--- src/rtl/hilo_muldiv_unit_pkg.sv ---
// Shared types for the iterative HI/LO multiply/divide unit.
// Op and state encodings plus the latched operation context.
package hilo_muldiv_unit_pkg;

  typedef enum logic [1:0] {
    MD_MULTU = 2'b00,
    MD_MULT  = 2'b01,
    MD_DIVU  = 2'b10,
    MD_DIV   = 2'b11
  } md_op_e;

  typedef enum logic [1:0] {
    ST_IDLE = 2'b00,
    ST_CALC = 2'b01,
    ST_FIX  = 2'b10,
    ST_DONE = 2'b11
  } md_state_e;

  typedef struct packed {
    logic is_div;
    logic neg_q;
    logic neg_r;
  } md_ctx_t;

  function automatic logic op_is_div(md_op_e op);
    return op[1];
  endfunction

  function automatic logic op_is_signed(md_op_e op);
    return op[0];
  endfunction

endpackage

--- src/rtl/hilo_muldiv_unit.sv ---
// Iterative shift-add / restoring shift-subtract unit producing {HI, LO}.
// Magnitudes are iterated; the sign is restored in a single FIX cycle.
module hilo_muldiv_unit
  import hilo_muldiv_unit_pkg::*;
#(
  parameter  int WIDTH = 32,
  localparam int CNT_W = $clog2(WIDTH + 1)
) (
  input  logic               clk,
  input  logic               rst,
  input  logic               start_i,
  input  logic [1:0]         op_i,
  input  logic [WIDTH-1:0]   opdata1_i,
  input  logic [WIDTH-1:0]   opdata2_i,
  input  logic               annul_i,
  output logic               busy_o,
  output logic               ready_o,
  output logic [2*WIDTH-1:0] result_o,
  output logic               div_zero_o
);

  md_state_e          state_q, state_d;
  logic [CNT_W-1:0]   cnt_q, cnt_d;
  logic [2*WIDTH-1:0] acc_q, acc_d;
  logic [WIDTH-1:0]   opa_q, opa_d;
  logic [WIDTH-1:0]   opb_q, opb_d;
  md_ctx_t            ctx_q, ctx_d;
  logic [2*WIDTH-1:0] res_q, res_d;
  logic               dz_q, dz_d;

  md_op_e             op;
  logic               s1, s2;
  logic [WIDTH-1:0]   a_abs, b_abs;
  logic [WIDTH:0]     mul_sum;
  logic [WIDTH:0]     div_sh, div_diff;
  logic [WIDTH-1:0]   rem_n, quo_f, rem_f;

  function automatic logic [2*WIDTH-1:0] neg_if(
    input logic n,
    input logic [2*WIDTH-1:0] v
  );
    return n ? -v : v;
  endfunction

  assign op    = md_op_e'(op_i);
  assign s1    = op_is_signed(op) & opdata1_i[WIDTH-1];
  assign s2    = op_is_signed(op) & opdata2_i[WIDTH-1];
  assign a_abs = s1 ? -opdata1_i : opdata1_i;
  assign b_abs = s2 ? -opdata2_i : opdata2_i;

  assign mul_sum = {1'b0, acc_q[2*WIDTH-1:WIDTH]}
                 + {1'b0, (opb_q[0] ? opa_q : '0)};

  // Dividend bits enter from opa_q's MSB; the quotient grows in acc_q's LSBs.
  assign div_sh   = {acc_q[2*WIDTH-1:WIDTH], opa_q[WIDTH-1]};
  assign div_diff = div_sh - {1'b0, opb_q};
  assign rem_n    = div_diff[WIDTH] ? div_sh[WIDTH-1:0]
                                    : div_diff[WIDTH-1:0];

  assign quo_f = WIDTH'(neg_if(ctx_q.neg_q,
                   {{WIDTH{1'b0}}, acc_q[WIDTH-1:0]}));
  assign rem_f = WIDTH'(neg_if(ctx_q.neg_r,
                   {{WIDTH{1'b0}}, acc_q[2*WIDTH-1:WIDTH]}));

  always_comb begin
    state_d = state_q;
    cnt_d   = cnt_q;
    acc_d   = acc_q;
    opa_d   = opa_q;
    opb_d   = opb_q;
    ctx_d   = ctx_q;
    res_d   = res_q;
    dz_d    = dz_q;
    if (annul_i && state_q != ST_IDLE) begin
      state_d = ST_IDLE;
    end else begin
      unique case (state_q)
        ST_IDLE: begin
          if (start_i && !annul_i) begin
            opa_d        = a_abs;
            opb_d        = b_abs;
            ctx_d.is_div = op_is_div(op);
            ctx_d.neg_q  = s1 ^ s2;
            ctx_d.neg_r  = s1;
            if (op_is_div(op) && opdata2_i == '0) begin
              state_d = ST_DONE;
              dz_d    = 1'b1;
              res_d   = {opdata1_i, {WIDTH{1'b1}}};
            end else begin
              state_d = ST_CALC;
              cnt_d   = '0;
              acc_d   = '0;
            end
          end
        end
        ST_CALC: begin
          cnt_d = cnt_q + 1'b1;
          if (ctx_q.is_div) begin
            acc_d = {rem_n, acc_q[WIDTH-2:0], ~div_diff[WIDTH]};
            opa_d = opa_q << 1;
          end else begin
            acc_d = {mul_sum, acc_q[WIDTH-1:1]};
            opb_d = opb_q >> 1;
          end
          if (cnt_q == CNT_W'(WIDTH - 1)) state_d = ST_FIX;
        end
        ST_FIX: begin
          unique case (1'b1)
            ctx_q.is_div:  res_d = {rem_f, quo_f};
            !ctx_q.is_div: res_d = neg_if(ctx_q.neg_q, acc_q);
          endcase
          dz_d    = 1'b0;
          state_d = ST_DONE;
        end
        ST_DONE: state_d = ST_IDLE;
      endcase
    end
  end

  always_ff @(posedge clk or posedge rst) begin
    if (rst) begin
      state_q <= ST_IDLE;
      cnt_q   <= '0;
      acc_q   <= '0;
      opa_q   <= '0;
      opb_q   <= '0;
      ctx_q   <= '0;
      res_q   <= '0;
      dz_q    <= 1'b0;
    end else begin
      state_q <= state_d;
      cnt_q   <= cnt_d;
      acc_q   <= acc_d;
      opa_q   <= opa_d;
      opb_q   <= opb_d;
      ctx_q   <= ctx_d;
      res_q   <= res_d;
      dz_q    <= dz_d;
    end
  end

  assign busy_o     = (state_q == ST_CALC) | (state_q == ST_FIX);
  assign ready_o    = (state_q == ST_DONE);
  assign result_o   = res_q;
  assign div_zero_o = dz_q;

endmodule
--- config.mk ---
export PLATFORM = sky130hd
export DESIGN_NAME = hilo_muldiv_unit
export DESIGN_NICKNAME = d
export VERILOG_FILES = /design/src/rtl/hilo_muldiv_unit_pkg.sv /design/src/rtl/hilo_muldiv_unit.sv
export SDC_FILE = /design/constraint.sdc
export NUM_CORES = 1
export LEC_CHECK = 0
export BUFFER_PORTS_ARGS = -buffer_cell sky130_fd_sc_hd__buf_2
export CORE_MARGIN = 2
export CORE_UTILIZATION = 38
export CTS_CLUSTER_DIAMETER = 120
export DETAILED_ROUTE_END_ITERATION = 10
export PLACE_DENSITY_LB_ADDON = 0.1
export SLEW_MARGIN = 15
export SYNTH_ARGS = -nofsm -noshare
export SYNTH_HDL_FRONTEND = slang
export SYNTH_SLANG_ARGS = --single-unit
--- constraint.sdc ---
create_clock -name clk -period 9.1 [get_ports clk]
set_clock_uncertainty 0.15 [all_clocks]
set_input_delay 1.82 -clock clk [delete_from_list [all_inputs] [get_ports clk]]
set_output_delay 1.82 -clock clk [all_outputs]
set_load 0.05 [all_outputs]
After elaboration in Yosys (flattened, before gate mapping)
Index checks and enable logic that the tools add are counted.
{ "totals": {"out_inout_bits": 67, "wordCells": 83, "reg_bits": 204, "input_bits": 70} }
{ "op_classes": {"addsub": 8, "n_reduce_logical": 16, "n_eq_ne": 11, "n_bitwise": 6, "n_mux": 32} }
{ "ops": {"columns": ["cell", "count"], "rows": [
  ["2-to-1 mux 64 bit", 6],
  ["case mux 64 bit (2 select lines)", 3],
  ["2-to-1 mux 32 bit", 10],
  ["negator 32 bit", 4],
  ["case mux 32 bit (2 select lines)", 2],
  ["negator 64 bit", 1],
  ["adder 32 x 32 -> 33 bit", 1],
  ["subtractor 33 x 32 -> 33 bit", 1],
  ["zero test 32 bit", 1],
  ["AND reduction 4 bit", 4],
  ["2-to-1 mux 6 bit", 2],
  ["case mux 6 bit (2 select lines)", 1],
  ["inequality test 2 bit, second input constant", 5],
  ["2-to-1 mux 2 bit", 4],
  ["case mux 2 bit (4 select lines)", 1],
  ["adder 6 x 1 -> 6 bit, second input constant", 1],
  ["equality test 6 x 5 -> 1 bit, second input constant", 1],
  ["inequality test 3 bit, second input constant", 2],
  ["nonzero test 2 bit", 3],
  ["equality test 2 bit, second input constant", 2],
  ["logical AND 1 bit", 3],
  ["AND reduction 3 bit", 1],
  ["bitwise AND 1 bit", 2],
  ["equality test 2 x 1 -> 1 bit, second input constant", 1],
  ["8 further kinds", 11]
]} }

Logic depth before layout (Yosys ltp)
Gate-level depths: netlist (run 1).
{ "logic_depth": {"depth_word": 6, "depth_mapped": 15, "mapped_depth_nobuf": 14} }

Worst setup path after synthesis (run 1)
OpenSTA, ideal clock, no wires.
{ "synth_timing": {"path_type": "in2reg", "from": "in opdata2_i[12]", "to": "reg res_q[34], in the netlist result_o[34]", "arrival_ps": 4739, "path_buffers": 2, "setup_ps": 121, "setup_slack_ps": 4091, "stages": 11, "t_required_ps": 8829, "path_cell_list": "or4_1 > or3_4 > or4_4 > or4_4 > nor4_4 > nand4_2 > a21o_1 > buf_6 > buf_4 > nand2_1 > o21ai_2"} }
{ "synth_between": {"elab_chain_len": 4} }
{ "synth_lines": {"columns": ["element", "line", "rtl"], "rows": [
  ["from (decl)", "hilo_muldiv_unit.sv:14", "input logic [WIDTH-1:0] opdata2_i,"],
  ["zero test 32 bit", "hilo_muldiv_unit.sv:85", "if (op_is_div(op) && opdata2_i == '0) begin"],
  ["logical AND 1 bit", "hilo_muldiv_unit.sv:85", null],
  ["inequality test 2 bit (no source line)", null, null],
  ["AND reduction 4 bit (no source line)", null, null],
  ["to (signal assigned)", "hilo_muldiv_unit.sv:137", "res_q <= res_d;"],
  ["to (decl)", "hilo_muldiv_unit.sv:28", "logic [2*WIDTH-1:0] res_q, res_d;"]
]} }
No other way between the ends.
A chain may end at the register's enable or synchronous reset.

Final worst setup path (run 1)
{ "layout_timing": {"from": "in opdata2_i[12]", "to": "reg acc_q[62]"} }
{ "layout_between": {"elab_chain_len": 4} }
{ "layout_lines": {"columns": ["element", "line", "rtl"], "rows": [
  ["zero test 32 bit", "hilo_muldiv_unit.sv:85", null],
  ["logical AND 1 bit", "hilo_muldiv_unit.sv:85", null],
  ["inequality test 2 bit (no source line)", null, null],
  ["AND reduction 4 bit (no source line)", null, null],
  ["to (signal assigned)", "hilo_muldiv_unit.sv:124", "acc_q <= '0;"],
  ["to (signal assigned)", "hilo_muldiv_unit.sv:133", "acc_q <= acc_d;"],
  ["to (decl)", "hilo_muldiv_unit.sv:24", "logic [2*WIDTH-1:0] acc_q, acc_d;"]
]} }
No other way between the ends.

==> metrics, run 1 <==
run status completed; clock slew at reported path FFs 0.06 ns; nets 2150; critical path's largest stage delay 0.72 ns; via count 14204; share of layout cells above drive strength 1 0.124; reg-to-reg endpoint acc_q[59]; post-route clock period utilization 0.600; most common cell after layout, fill and taps aside nand2_1; max-cap violation count 0; Most Used Layer, Global Route met2; routed len/inst 18.8 um; CP delay by family, top simple AND/OR/NAND/NOR gates; Mapped Cells 1919; Syn Nets 2065; sequential area share after synthesis 0.325; Netlist Area Pre-Place 15700 um2; antenna fix cells 0; initial core utilization 0.384; dpl hpwl 35700 um; IO Count 137; die width 207 um; number of flops mapped to enable cells by yosys 0; met3 Usage GRT 0.0297; Antenna Nets Post-Route 0; Crit path top cell by count or4_4; Die H 207 um; Hold Startpoint result_o[33]; Slew Limit Fails 0; CP startpoint opdata2_i[12]; Setup TNS 0 ns; Reg2Reg Depth 14; met2 usage 0.382; port bufs 136; post-route DRC violation count 0; Leakage 7.93 nW; GRT overflow 0; reg2reg start opb_q[0]; Final GP Congestion 0.917; Max-slew headroom 0.345; synth warn 0; RSZ-0062 raised after global routing false; VDD IR max 0.219 mV; post_cts resized 0; Cell Pwr Density 411 nW/um2; Routed WL 48000 um; CP endpoint kind register; CTS tree done; hold-fix buffers at CTS 0; Peak Freq 183 MHz; initial antenna violation count 0; area grow syn2layout 12.4%; FF-to-FF setup slack 4.53 ns; first-pass iteration count of the detailed router 5; post-DR vias/cell 5.56; synthesized area per cell 8.18 um2; crit-path max FO 33; TritonCTS buffer count 27; setup bufs post-CTS 0; # rows 74; dominant synthesized flop cell dfrtp_1; Tmin final 5.46 ns; CP Depth 10; clock tree buffer depth 3; distinct cell type count after synthesis 73; utilization after layout 0.432; Worst EP arrival 5.76 ns; CTS sink count 204; core area 40800 um2; CP Cell Sequence buf_2 -> or4_1 -> or3_4 -> or4_4 -> or4_4 -> o21ai_4 -> nor2_1 -> nand2_1 -> a211oi_1 -> a221o_1; met1 GRT Util 0.282; Worst EP required 9.39 ns; number of global-route vias before repair 13903; 1st-iter DRT viols 918; Final setup viols 0; most frequent cells in the layout nand2_1 (233), dfrtp_1 (203), a21oi_1 (185); Worst Max-Slew Pin Slew 0.979 ns; Final Hold Viols 0; Worst Path Class, Setup input pin to register; Async S/R FF share, synth 1.00; htree depth 1; slowest CP cell o21ai_4; Worst setup SP type input pin; pin count of the biggest net entering global routing 112; WP buf/inv 1; number of synthesized register bits 204; Hold WC Path Type register to register; die area 42900 um2; GRT Util Overall 0.219; fillers 4205; crit path to acc_q[62]; first-pass GRT wire length 76500 um; cell chosen for the clock root clkbuf_16; Clock Latency Late Sink 0.58 ns
==> kinds of logic (layout without fill, tap and decap cells) <==
kind of cell	Yosys count	after routing	share of synthesized area
buffers and inverters	161	266	0.0440
and+or+nand+nor	619	619	0.185
xor gates and xnor gates	169	169	0.0943
muxes	84	84	0.0541
AOI/OAI and AO/OA	606	606	0.236
DFF	204	204	0.325
adders and majority gates	76	76	0.0615
==> flip-flops by register name, summed over array words and instances (netlist names) <==
register,flops
state_q,2
acc_q,64
div_zero_o,1
opb_q,32
result_o,64
opa_q,32
cnt_q,6
ctx_q,3
==> worst min-delay path by stage <==
stage / endpoint / slack (ns) / cells past startpoint
floorplan: opb_q[31] / 0.30 / 2
global placement: result_o[33] / 0.31 / 2
detailed placement: result_o[33] / 0.31 / 2
CTS: result_o[49] / 0.32 / 2
global route: result_o[49] / 0.34 / 2
finish: result_o[33] / 0.32 / 2
==> cells in the mapped netlist (all sizes together), types with 3 or more instances <==
| cell | instances | share of area |
|---|---|---|
| a211oi | 6 | 0.0029 |
| a21boi | 3 | 0.0014 |
| a21o | 29 | 0.014 |
| a21oi | 187 | 0.061 |
| a221o | 6 | 0.0038 |
| a22o | 4 | 0.0022 |
| a22oi | 8 | 0.0038 |
| a31o | 3 | 0.0017 |
| a31oi | 16 | 0.0064 |
| a41oi | 3 | 0.0017 |
| and2 | 40 | 0.016 |
| and3 | 7 | 0.0028 |
| buf | 28 | 0.012 |
| clkbuf | 69 | 0.017 |
| dfrtp | 204 | 0.33 |
| ha | 74 | 0.059 |
| inv | 62 | 0.015 |
| mux2 | 6 | 0.0043 |
| mux2i | 78 | 0.050 |
| nand2 | 233 | 0.056 |
| nand2b | 17 | 0.0068 |
| nand3 | 28 | 0.0089 |
| nand3b | 5 | 0.0024 |
| nand4 | 12 | 0.0052 |
| nor2 | 150 | 0.036 |
| nor2b | 14 | 0.0056 |
| nor3 | 39 | 0.012 |
| nor4 | 19 | 0.0085 |
| o211ai | 11 | 0.0053 |
| o21a | 13 | 0.0062 |
| o21ai | 215 | 0.075 |
| o21bai | 4 | 0.0019 |
| o221ai | 3 | 0.0017 |
| o22ai | 5 | 0.0020 |
| o311ai | 9 | 0.0050 |
| o31ai | 59 | 0.028 |
| o41ai | 8 | 0.0045 |
| or2 | 5 | 0.0020 |
| or3 | 34 | 0.014 |
| or4 | 9 | 0.0048 |
| xnor2 | 64 | 0.036 |
| xor2 | 105 | 0.059 |
==> per-stage QoR <==
step	hold slack, ns	power [mW]	area [um2]	setup slack, ns	cells
after global placement	0.305	6.14	16800	3.17	2507
after CTS	0.324	7.28	17600	3.66	2556
after detailed placement	0.309	6.17	16800	3.10	2507
after floorplan	0.300	4.97	15700	1.56	1919
after global routing	0.342	7.83	17600	3.41	2556
final	0.318	7.26	17600	3.64	2556
==> layout make-up <==
class,instances,area [um2],share of cell area
multi-input combinational,1554,9930,0.563
clock inverter,11,125,0.00710
sequential,204,5110,0.290
timing repair buffer,154,816,0.0463
tap,532,666,0.0377
inverter,63,244,0.0138
clock buffer,38,747,0.0424
==> worst register-to-register path: cells and delay by family (launching register included) <==
kind            cells  cell delay, ns
fa+ha+maj           2            0.65
buf+inv             2            0.69
mux                 2            0.49
compound gates      5            1.21
simple gates        3            0.90
flops               1            0.36
==> routing by layer <==
layer | wire, um | part of all wire
met1 | 21100 | 0.44
met2 | 23700 | 0.49
met3 | 1910 | 0.040
met4 | 1260 | 0.026
met5 | 0 | 0
==> report_power, final <==
group | switching [mW] | internal (mW) | total, mW
Sequential | 0.413 | 1.25 | 1.66
Clock | 0.445 | 0.630 | 1.07
Combinational | 2.93 | 1.58 | 4.52
Power figures use the tool's default switching activity.
==> run 2, diff against run 1 <==
- clock period: 9.1 -> 5.1 ns (I/O delays scaled with it)
==> run 2 against run 1 <==
Effect of this change: final area is 1.5% higher; setup slack lost 2.9 ns; worst hold slack gained 0.0063 ns; cell count is 0.51% higher; register-to-register slack got worse by 3.8 ns; non-clock buffer count is 12 higher; die area unchanged; sequential power rose by 78%; highest routed layer unchanged.
==> metrics, run 2 (synthesis gave the netlist of run 1 again) <==
Routed WL 48000 um (about the same); GRT overflow 0 (unchanged); clock slew at reported path FFs 0.06 ns (about the same); nets 2162 (was 2150); Cell Pwr Density 740 nW/um2 (was 411 nW/um2); Final Hold Viols 0 (unchanged); Worst setup SP type register (was input pin); Hold WC Path Type register to register (unchanged); die width 207 um (unchanged); Worst Path Class, Setup register to register (was input pin to register); Worst Max-Slew Pin Slew 1.09 ns (was 0.979 ns); GRT Util Overall 0.219 (about the same); post_cts resized 0 (unchanged); Peak Freq 229 MHz; hold-fix buffers at CTS 0 (unchanged); dpl ws 0.436 ns (was 3.10 ns); run status completed (unchanged); most frequent cells in the layout nand2_1 (233), dfrtp_1 (203), a21oi_1 (185) (unchanged); Hold WS 0.324 ns (was 0.318 ns); port bufs 136 (unchanged); # rows 74 (unchanged); Clock Latency Late Sink 0.58 ns (about the same); TritonCTS buffer count 27 (unchanged); clock tree buffer depth 3 (unchanged); most common cell after layout, fill and taps aside nand2_1 (unchanged); die area 42900 um2 (unchanged); Slew Limit Fails 0 (unchanged); post-route clock period utilization 0.857; max-cap violation count 0 (unchanged); via count 14251 (was 14204); first-pass GRT wire length 76600 um (was 76500 um); initial antenna violation count 0 (unchanged); pin count of the biggest net entering global routing 96 (was 112); area grow syn2layout 14.0% (was 12.4%); Final setup viols 0 (unchanged); VDD IR max 0.534 mV (was 0.219 mV); core area 40800 um2 (unchanged); RSZ-0062 raised after global routing false (unchanged); Setup TNS 0 ns (unchanged); Final GP Congestion 0.915 (was 0.917); Max-slew headroom 0.269 (was 0.345); 1st-iter DRT viols 903 (was 918); dpl hpwl 35900 um (was 35700 um); CTS tree done (unchanged); htree depth 1 (unchanged); Worst EP arrival 4.65 ns (was 5.76 ns); number of global-route vias before repair 13970 (was 13903); setup bufs post-CTS 0 (unchanged); Final WS setup 0.731 ns (was 3.64 ns); Worst EP required 5.38 ns (was 9.39 ns); routed len/inst 18.7 um (was 18.8 um); Leakage 8.07 nW (was 7.93 nW); initial core utilization 0.384 (unchanged); crit-path max FO 19 (was 33); Antenna Nets Post-Route 0 (unchanged); CTS sink count 204 (unchanged); antenna fix cells 0 (unchanged); post-DR vias/cell 5.55 (was 5.56); Tmin final 4.37 ns; post-route DRC violation count 0 (unchanged); share of layout cells above drive strength 1 0.130 (was 0.124); total power 13.2 mW (was 7.26 mW); CP endpoint kind register (unchanged); cell chosen for the clock root clkbuf_16 (unchanged); first-pass iteration count of the detailed router 5 (unchanged); IO Count 137 (unchanged); Die H 207 um (unchanged)
==> run 2: changes by cell type in the layout (fill, tap and decap cells not counted) <==
cell / previous run / this run
clkinv_2: 6 / 2
inv_8: 1 / 0
bufinv_16: 2 / 6
buf_4: 18 / 27
buf_12: 0 / 3
clkinvlp_4: 2 / 1
clkbuf_8: 3 / 7
clkbuf_1: 8 / 7
==> run 2: layout make-up <==
| cell class | instances | area [um2] |
|---|---|---|
| Fill cell | 4120 | 22900 |
| Timing Repair Buffer | 166 | 943 |
| Sequential cell | 204 | 5110 |
| Clock inverter | 9 | 210 |
| Clock buffer | 41 | 798 |
| Tap cell | 532 | 666 |
| Multi-Input combinational cell | 1554 | 9930 |
| Inverter | 63 | 240 |
==> run 2: metrics by stage <==
| stage | cells | cell area (um2) | utilization |
|---|---|---|---|
| after floorplan | 1919 | 15700 | - |
| after global placement | 2519 | 16900 | 0.414 |
| after detailed placement | 2519 | 16900 | 0.414 |
| after CTS | 2569 | 17900 | 0.438 |
| after global routing | 2569 | 17900 | 0.438 |
| final | 2569 | 17900 | 0.438 |
==> run 2: per-layer routing <==
metal  track usage  share of wire  vias up
met5             0              0        -
met4        0.0438          0.019        0
met3        0.0318          0.041       59
met1         0.288           0.45     6845
li1              -              -     7076
met2         0.382           0.49      271
==> run 2: where the power goes <==
group	leakage, nW	switching, mW	internal [mW]
Sequential	2.62	0.724	2.23
Combinational	4.96	5.25	2.88
Clock	0.494	0.786	1.38
==> run 2: worst max-delay path, cell delays in order (launching register included) <==
cell and delay, ns:
dfrtp_1 0.43, inv_1 0.09, ha_1 0.23, fa_1 0.38, nand2b_1 0.20, a21oi_1 0.22, o311a_1 0.28, a21oi_1 0.19
o211a_1 0.28, or4b_2 0.62, nand3_2 0.21, buf_4 0.32, mux2_2 0.37, a21oi_1 0.15, o21ai_0 0.09
==> run 2: path summary, 6_finish.rpt <==
| path | startpoint | endpoint | slack, ns | cells past startpoint |
|---|---|---|---|---|
| setup reg to reg | opa_q[31] | acc_q[35] | 0.73 | 14 |
| min in group asynchronous | rst | opb_q[6] | 0.46 | 2 |
| hold / removal | result_o[40] | result_o[40] | 0.32 | 2 |
| max in group asynchronous | rst | opa_q[25] | 3.13 | 3 |
| setup / recovery | opa_q[31] | acc_q[35] | 0.73 | 14 |
| hold reg to reg | result_o[40] | result_o[40] | 0.32 | 2 |
